### src/rtl/qstate_pair_sequencer.sv
// Walks a 2^N_QUBITS complex state vector in (i0, i1) pairs for one target
// qubit, feeds each pair to an external fixed-latency gate pipeline and writes
// the gate results back in place.
`ifndef TOTAL_WIDTH
`define TOTAL_WIDTH 8
`endif

module qstate_pair_sequencer #(
  parameter int N_QUBITS = 3,
  parameter int GATE_LAT = 2,
  parameter int W        = `TOTAL_WIDTH,
  localparam int TW      = (N_QUBITS > 1) ? $clog2(N_QUBITS) : 1
) (
  input  logic                clk,
  input  logic                rst_n,
  input  logic                start,
  input  logic [TW-1:0]       target,
  input  logic                load_we,
  input  logic [N_QUBITS-1:0] load_addr,
  input  logic [W-1:0]        load_r,
  input  logic [W-1:0]        load_i,
  input  logic [N_QUBITS-1:0] rd_addr,
  output logic [W-1:0]        rd_r,
  output logic [W-1:0]        rd_i,
  output logic [W-1:0]        alpha_r,
  output logic [W-1:0]        alpha_i,
  output logic [W-1:0]        beta_r,
  output logic [W-1:0]        beta_i,
  output logic                pair_valid,
  input  logic [W-1:0]        new_alpha_r,
  input  logic [W-1:0]        new_alpha_i,
  input  logic [W-1:0]        new_beta_r,
  input  logic [W-1:0]        new_beta_i,
  output logic                busy,
  output logic                done,
  output logic                err
);

  localparam int NA     = 1 << N_QUBITS;
  localparam int NPAIRS = 1 << (N_QUBITS - 1);
  localparam int PW     = (N_QUBITS > 1) ? N_QUBITS - 1 : 1;

  typedef enum logic [1:0] {IDLE, ISSUE, DRAIN, DONE} state_t;

  state_t                          state;
  logic [PW-1:0]                   p;
  logic [TW-1:0]                   tgt;
  logic [NA-1:0][W-1:0]            mem_r, mem_i;
  logic [GATE_LAT:0]               vld_pipe;
  logic [GATE_LAT:0][N_QUBITS-1:0] i0_pipe, i1_pipe;

  logic                tgt_ok, issue, fwd;
  logic [PW-1:0]       iss_p;
  logic [TW-1:0]       iss_t;
  logic [N_QUBITS-1:0] iss_i0, iss_i1;
  logic [W-1:0]        a_r, a_i, b_r, b_i;

  // Insert a zero at bit t of the pair counter to get the lower index.
  function automatic logic [N_QUBITS-1:0] pair_i0(input logic [PW-1:0] pp,
                                                  input logic [TW-1:0] tt);
    logic [N_QUBITS-1:0] pe, lo;
    pe = N_QUBITS'(pp);
    lo = (N_QUBITS'(1) << tt) - N_QUBITS'(1);
    return ((pe >> tt) << (32'(tt) + 1)) | (pe & lo);
  endfunction

  assign tgt_ok     = (32'(target) < N_QUBITS);
  assign pair_valid = vld_pipe[0];
  assign rd_r       = mem_r[rd_addr];
  assign rd_i       = mem_i[rd_addr];

  // Pick the pair to register this cycle; the first pair is issued straight
  // from IDLE so pair_valid rises the cycle after start is sampled. A host
  // load landing on the same edge is forwarded so the pass sees it.
  always_comb begin
    issue = 1'b0;
    iss_p = '0;
    iss_t = tgt;
    fwd   = (state == IDLE) && load_we;
    case (state)
      IDLE:    if (start && tgt_ok) begin
                 issue = 1'b1;
                 iss_t = target;
               end
      ISSUE:   if (p != PW'(NPAIRS - 1)) begin
                 issue = 1'b1;
                 iss_p = p + 1'b1;
               end
      default: ;
    endcase
    iss_i0 = pair_i0(iss_p, iss_t);
    iss_i1 = iss_i0 | (N_QUBITS'(1) << iss_t);
    a_r = (fwd && load_addr == iss_i0) ? load_r : mem_r[iss_i0];
    a_i = (fwd && load_addr == iss_i0) ? load_i : mem_i[iss_i0];
    b_r = (fwd && load_addr == iss_i1) ? load_r : mem_r[iss_i1];
    b_i = (fwd && load_addr == iss_i1) ? load_i : mem_i[iss_i1];
  end

  // Sequencer FSM with registered status flags and pair outputs.
  always_ff @(posedge clk or negedge rst_n) begin
    if (!rst_n) begin
      state   <= IDLE;
      p       <= '0;
      tgt     <= '0;
      busy    <= 1'b0;
      done    <= 1'b0;
      err     <= 1'b0;
      alpha_r <= '0;
      alpha_i <= '0;
      beta_r  <= '0;
      beta_i  <= '0;
    end else begin
      err  <= 1'b0;
      done <= 1'b0;
      if (issue) begin
        alpha_r <= a_r;
        alpha_i <= a_i;
        beta_r  <= b_r;
        beta_i  <= b_i;
      end
      case (state)
        IDLE: if (start) begin
          if (tgt_ok) begin
            tgt   <= target;
            p     <= '0;
            busy  <= 1'b1;
            state <= ISSUE;
          end else begin
            err <= 1'b1;
          end
        end
        ISSUE: begin
          if (p == PW'(NPAIRS - 1)) state <= DRAIN;
          else                      p     <= p + 1'b1;
        end
        DRAIN: if (vld_pipe[GATE_LAT] && vld_pipe[GATE_LAT-1:0] == '0) begin
          busy  <= 1'b0;
          done  <= 1'b1;
          state <= DONE;
        end
        default: state <= IDLE;
      endcase
    end
  end

  // Delay line tracking each issued pair until its gate result arrives.
  always_ff @(posedge clk or negedge rst_n) begin
    if (!rst_n) begin
      vld_pipe <= '0;
      i0_pipe  <= '0;
      i1_pipe  <= '0;
    end else begin
      vld_pipe <= {vld_pipe[GATE_LAT-1:0], issue};
      i0_pipe  <= {i0_pipe[GATE_LAT-1:0], iss_i0};
      i1_pipe  <= {i1_pipe[GATE_LAT-1:0], iss_i1};
    end
  end

  // Amplitude store: reset to |0>, gate write-back or idle host load.
  always_ff @(posedge clk or negedge rst_n) begin
    if (!rst_n) begin
      mem_r    <= '0;
      mem_i    <= '0;
      mem_r[0] <= W'(16);
    end else if (vld_pipe[GATE_LAT]) begin
      mem_r[i0_pipe[GATE_LAT]] <= new_alpha_r;
      mem_i[i0_pipe[GATE_LAT]] <= new_alpha_i;
      mem_r[i1_pipe[GATE_LAT]] <= new_beta_r;
      mem_i[i1_pipe[GATE_LAT]] <= new_beta_i;
    end else if (state == IDLE && load_we) begin
      mem_r[load_addr] <= load_r;
      mem_i[load_addr] <= load_i;
    end
  end

endmodule

### config.mk
export PLATFORM = sky130hd
export DESIGN_NAME = qstate_pair_sequencer
export DESIGN_NICKNAME = d
export VERILOG_FILES = /design/src/rtl/qstate_pair_sequencer.sv
export SDC_FILE = /design/constraint.sdc
export NUM_CORES = 1
export LEC_CHECK = 0
export CORE_MARGIN = 5
export CORE_UTILIZATION = 54
export DETAILED_ROUTE_END_ITERATION = 10
export GPL_TIMING_DRIVEN = 0
export PLACE_DENSITY = 0.75
export SYNTH_ARGS = -nofsm -noshare
export SYNTH_HDL_FRONTEND = slang
export SYNTH_SLANG_ARGS = --single-unit
### constraint.sdc
create_clock -name clk -period 3.2 [get_ports clk]
set_input_delay 0.64 -clock clk [delete_from_list [all_inputs] [get_ports clk]]
set_output_delay 0.64 -clock clk [all_outputs]
set_load 0.01 [all_outputs]
# Word level (Yosys, flattened, before mapping)
# Cells that the tools add are included.
# W data, S select, Z words.
# word_totals
elab_cells,137
in_bits,60
output_inout_bits,52
reg_bits,190
# op_classes
n_mux,57
addsub,3
reduce_logical,17
order_cmp,10
shifts,3
bitwise_logic,3
n_eq_ne,11
# ops
op,n
$bwmux W64,6
$mux W64,4
$bmux W8 S3,6
$mux W8,13
$demux W8 S3,3
$lt A3 B4 Y1 const B,6
$mux W2,11
$ne A2 B2 Y1 const B,6
$reduce_and A4 Y1,3
$mux W1,10
$ge A3 B1 Y1 const B,3
$logic_and A1 B1 Y1,8
$eq A3 B3 Y1,2
$or A3 B3 Y3,2
$pmux W2 S3,1
$reduce_bool A2 Y1,3
$eq A2 B2 Y1 const B,2
$logic_not A2 Y1,2
$pmux W1 S2,2
$pmux W2 S2,1
$add A2 B1 Y3 const B,1
$and A2 B3 Y3,1
$reduce_and A3 Y1,1
$shl A1 B2 Y3 const A,1
other kinds (6),6

# Depth between registers and ports, before layout
# depth
word_depth,12
mapped_depth,18
ltp_nobuf,14

# Worst setup path before layout
# OpenSTA, ideal clock, no wires.
# synth_path
path_type,register -> register
start,register state[0]
end,register beta_i[3]
setup_time_ns,0.138
t_arrival_ns,3.286
path_buffers,2
stages_incl_launch_ff,16
required_time_ns,3.062
slack_ns,-0.224
cell_sequence,dfrtp_1 > inv_1 > ha_1 > buf_2 > and3b_1 > nor2_1 > nor2_1 > ha_1 > nor2b_1 > a22oi_1 > a2111o_2 > and2b_4 > xnor2_1 > o31ai_2 > buf_2 > o221ai_1
# synth_via
elab_chain_cells,10
# synth_lines
item,line_no,source
start: declaration,45,state_t state;
start signal: assignment,102,state <= IDLE;
start signal: assignment,127,state <= ISSUE;
start signal: assignment,133,if (p == PW'(NPAIRS - 1)) state <= DRAIN;
$logic_not A2 Y1,"79, 80",
$mux W2,80,case (state)
$shl A1 B2 Y3,"63, 92",
$sub A3 B2 Y3,63,lo = (N_QUBITS'(1) << tt) - N_QUBITS'(1);
$and A2 B3 Y3,64,return ((pe >> tt) << (32'(tt) + 1)) | (pe & lo);
$or A3 B3 Y3,64,
$or A3 B3 Y3,92,iss_i1 = iss_i0 | (N_QUBITS'(1) << iss_t);
$bmux W8 S3 / $eq A3 B3 Y1 (equally long branches),96,b_i = (fwd && load_addr == iss_i1) ? load_i : mem_i[iss_i1];
$mux W8 (not written as such) / $logic_and A1 B1 Y1 (equally long branches),96,
$mux W8,96,
end signal: assignment,119,beta_i <= b_i;
end: declaration,28,"output logic [W-1:0] beta_i,"
# Several ways; a longest one is shown, not always the timed one. The select of a mux whose other input is x is not followed.
# A chain may end at the register's enable or synchronous reset.

# Final worst setup path
# layout_path
start,register state[0]
end,register alpha_i[0]
# layout_via
elab_chain_cells,9
# layout_lines
item,line_no,source
$logic_not A2 Y1,"79, 80",
$mux W2,80,
$shl A1 B2 Y3,63,
$sub A3 B2 Y3,63,
$and A2 B3 Y3,64,
$or A3 B3 Y3,64,
$bmux W8 S3 / $eq A3 B3 Y1 (equally long branches),94,a_i = (fwd && load_addr == iss_i0) ? load_i : mem_i[iss_i0];
$mux W8 (not written as such) / $logic_and A1 B1 Y1 (equally long branches),94,
$mux W8,94,
end signal: assignment,117,alpha_i <= a_i;
end: declaration,26,"output logic [W-1:0] alpha_i,"
# Several ways; a longest one is shown, not always the timed one. The select of a mux whose other input is x is not followed.

==> summary.md <==
| Metric | Value |
|---|---|
| Most common cell after layout, fill and taps aside | dfrtp_1 |
| Switching power total | around 1.5 mW |
| Vias in the first global route | between 10000 and 15000 |
| CTS tree | built |
| Setup Total Neg Slack | -7.42 ns |
| Initial core utilization | a little under three fifths |
| Top FF cell, synth | dfrtp_1 |
| Worst-Margin Slew | between 1 and 1.5 ns |
| Inst Count DP | between 1500 and 2000 |
| Largest net degree at the start of global routing | around 110 |
| Register area share after synthesis | around 36% |
| Syn Area/Cell | roughly 10 um^2 |
| Die Wd | around 170 um |
| Drc violations | 0 |
| Setup slack at placement | -1.14 ns |
| Synth unique cells | a little over 60 |
| Setup crit end kind | register |
| Clock power share | 43.4% |
| GPL Wtd Cong | 0.985 |
| CP Data Arrival Time | ~3.9 ns |
| DR WL/cell | ~28 um |
| H-Tree Depth | 4 |
| Gr ovfl total | 0 |
| CP max FO | 7 |
| Fin cells | ~1800 |
| Synth Warn # | 0 |
| CTS root buf | clkbuf_16 |
| Routed Antenna Nets | 0 |
| Peak Freq | around 0.28 GHz |
| Final Hold Viols | 0 |
| CTS Buf Count | 17 |
| I/O Pins | between 100 and 150 |
| CTS sink cnt | 190 |
| Violations in the final reports | setup timing |
| Clock-pin slew on the worst setup and hold paths | 0.08 ns |
| Pwr/cell area | between 300 and 400 mW/mm^2 |
| Overall power | between 5 and 6 mW |
| Die height | about 170 um |
| WHS | roughly 0.36 ns |
| Routed via count | 12530 |
| Min-delay worst type | register to register |
| Port bufs | between 70 and 80 |
| Sequential power share | a little under half |
| Share of layout cells above drive strength 1 | 18.6% |
| Synthesized flop and latch total | 190 |
| Pleak | roughly 6.6 nW |
| Kind of critical path | register to register |
| Critical Path Source Type | register |
| Final WL | 49200 um |
| Asr flop ratio synth | 100% |
| Via density | between 7 and 8 |
| Max-cap violations | 0 |
| Global-route wire length before repair | 73300 um |
| Syn Inst Count | approximately 1300 |
| Setup violators final | 31 |
| Area of the core | ~0.024 mm^2 |
| VDD IR max | about 270 uV |
| Drt initial violations | 1860 |
| Final period utilization | 111% |
| Final net count | between 1000 and 1500 |
| Clock Path Buffers | 2 |
| Crit path time final | about 3.5 ns |
| Commonest cells after routing, fill and taps aside | 189 x dfrtp_1, 129 x a22oi_1, 128 x a22o_1, 98 x nor2_1, 97 x clkbuf_1 |
| GRT Util Overall | 35.9% |
| Drt pass-1 iters | 8 |
| DP Wirelength | roughly 37000 um |
| Row count | 56 |
| Combinational share of power | roughly 8.7% |
| Synth Net Count | ~1400 |
| Slew margin rel. | around a fifth |
| P&R area growth vs syn | 20.5% |
| Worst EP required | 3.54 ns |
| Initial antenna violation count | 0 |
| # diodes | 0 |
| Int Pwr | 3.64 mW |
| Switching part of the total power | between 20% and 30% |
| Status | complete, but fails checks |
| RSZ-0062 raised after global routing | yes |
| Post-layout worst setup margin | -0.343 ns |
| Die area | 0.0273 mm^2 |
| Synth Cell Area | approximately 0.013 mm^2 |
| Number of synthesized flops with an enable pin | 0 |
| Clock Skews | around 0.017 ns |
| Clock latency on the worst-skew pair | 0.46 ns |
| Final Max Tran Viols | 0 |
[final cells by class]
cell class	count	area, um^2
Multi-Input combinational cell	918	7850
Buffer	150	830
Clock inverter	15	186
Clock buffer	17	425
Timing Repair Buffer	109	1130
Tap cell	319	399
Sequential cell	190	4760
Inverter	33	129
Fill cell	1821	7910
[power groups by stage]
stage,Combinational (mW),Clock (mW),Sequential [mW]
2_1_floorplan,0.227,0,2.47
6_report,0.445,2.22,2.44
4_1_cts,0.425,2.20,2.44
3_5_place_dp,0.414,0,2.48
3_3_place_gp,0.397,0,2.48
5_1_grt,0.476,2.30,2.44
[metal layers]
metal / up-vias / wire [um] / global-route usage [%] / share of wire [%]
met5: - / 0 / 0 / 0
met1: 6119 / 18800 / 50.3 / 38
li1: 5226 / - / - / -
met2: 998 / 22100 / 55.4 / 45
met3: 187 / 6070 / 8.09 / 12
met4: 0 / 2320 / 12.7 / 4.7
[worst paths after layout]
check | from | to | slack, ns | cells after the start
max | state[0] | alpha_i[0] | -0.34 | 14
min | i1_pipe[2] | i1_pipe[5] | 0.36 | 0
max reg2reg | state[0] | alpha_i[0] | -0.34 | 14
min reg2reg | i1_pipe[2] | i1_pipe[5] | 0.36 | 0
max in group asynchronous | rst_n | mem_i[30] | 1.52 | 4
min in group asynchronous | rst_n | i1_pipe[8] | 0.57 | 2
[sequential cells by signal, summed over array words and instances (netlist names)]
name	cells
beta_i	8
err	1
busy	1
p	2
state	2
done	1
tgt	2
i1_pipe	9
alpha_r	8
vld_pipe	3
mem_r	64
mem_i	64
alpha_i	8
beta_r	8
i0_pipe	9
[critical path, cell delays in order, from the launching register on]
cell      delay (ns)
dfrtp_1         0.40
inv_2           0.08
ha_4            0.17
and3b_2         0.24
nor2_4          0.06
nor2_4          0.18
ha_4            0.24
and4b_1         0.19
o211ai_1        0.14
o31a_1          0.25
buf_12          0.18
buf_12          0.14
mux4_2          0.53
mux2_4          0.28
a221o_1         0.33
[Yosys cell counts (2+ instances only)]
cell / number / share of area, %
a21o_1: 2 / 0.12
nand2_1: 98 / 2.8
nor4_1: 2 / 0.096
o221ai_1: 6 / 0.40
a221o_1: 14 / 1.1
nor2b_1: 3 / 0.14
xor2_1: 2 / 0.13
nor2_1: 100 / 2.9
clkbuf_1: 108 / 3.1
nand3_1: 5 / 0.19
dfrtp_1: 189 / 36
buf_4: 2 / 0.12
and3b_1: 4 / 0.27
buf_2: 16 / 0.61
inv_1: 30 / 0.86
nand4_1: 2 / 0.096
mux4_2: 76 / 13
buf_1: 22 / 0.63
a221oi_1: 2 / 0.13
buf_6: 5 / 0.43
a31oi_1: 7 / 0.34
nor3b_1: 9 / 0.52
nor3_1: 9 / 0.35
o211ai_1: 3 / 0.17
or3_1: 2 / 0.096
nand3b_1: 2 / 0.12
a22oi_1: 129 / 7.4
mux2i_1: 73 / 5.6
inv_2: 2 / 0.058
o221ai_2: 10 / 1.2
a21oi_1: 72 / 2.8
a22o_1: 128 / 8.6
o21ai_1: 2 / 0.077
ha_1: 8 / 0.77
mux2_2: 30 / 2.6
xnor2_1: 5 / 0.34
o21ai_0: 72 / 2.8
o32a_1: 2 / 0.15
and3_1: 18 / 0.86
and2_1: 3 / 0.14
[logic make-up (layout without fill, tap and decap cells)]
kind of cell    Yosys count  after routing  synth area share (%)
buf+inv                 187            324                  5.91
compound gates          462            462                  26.1
mux                     179            179                  21.3
fa+ha+maj                 8              8                 0.768
flops                   190            190                  36.5
simple gates            262            262                  8.94
xor+xnor                  7              7                 0.470
[metrics by stage]
step	cell area, um^2	util (%)
global route	15700	66.5
floorplan	13100	-
global placement	14200	60.3
finish	15700	66.5
detailed placement	14300	60.6
CTS	15500	65.5
[what timing repair did]
action | in CTS | in global routing
resized for setup | 102 | 45
pin swaps | 8 | 10
hold endpoints to repair | 14 | 0
hold buffers | 1 | 0
endpoints found under the setup margin | 97 | 133
setup buffers | 20 | 8
gates cloned | 3 | 1
(Power assumes the default switching activity.)
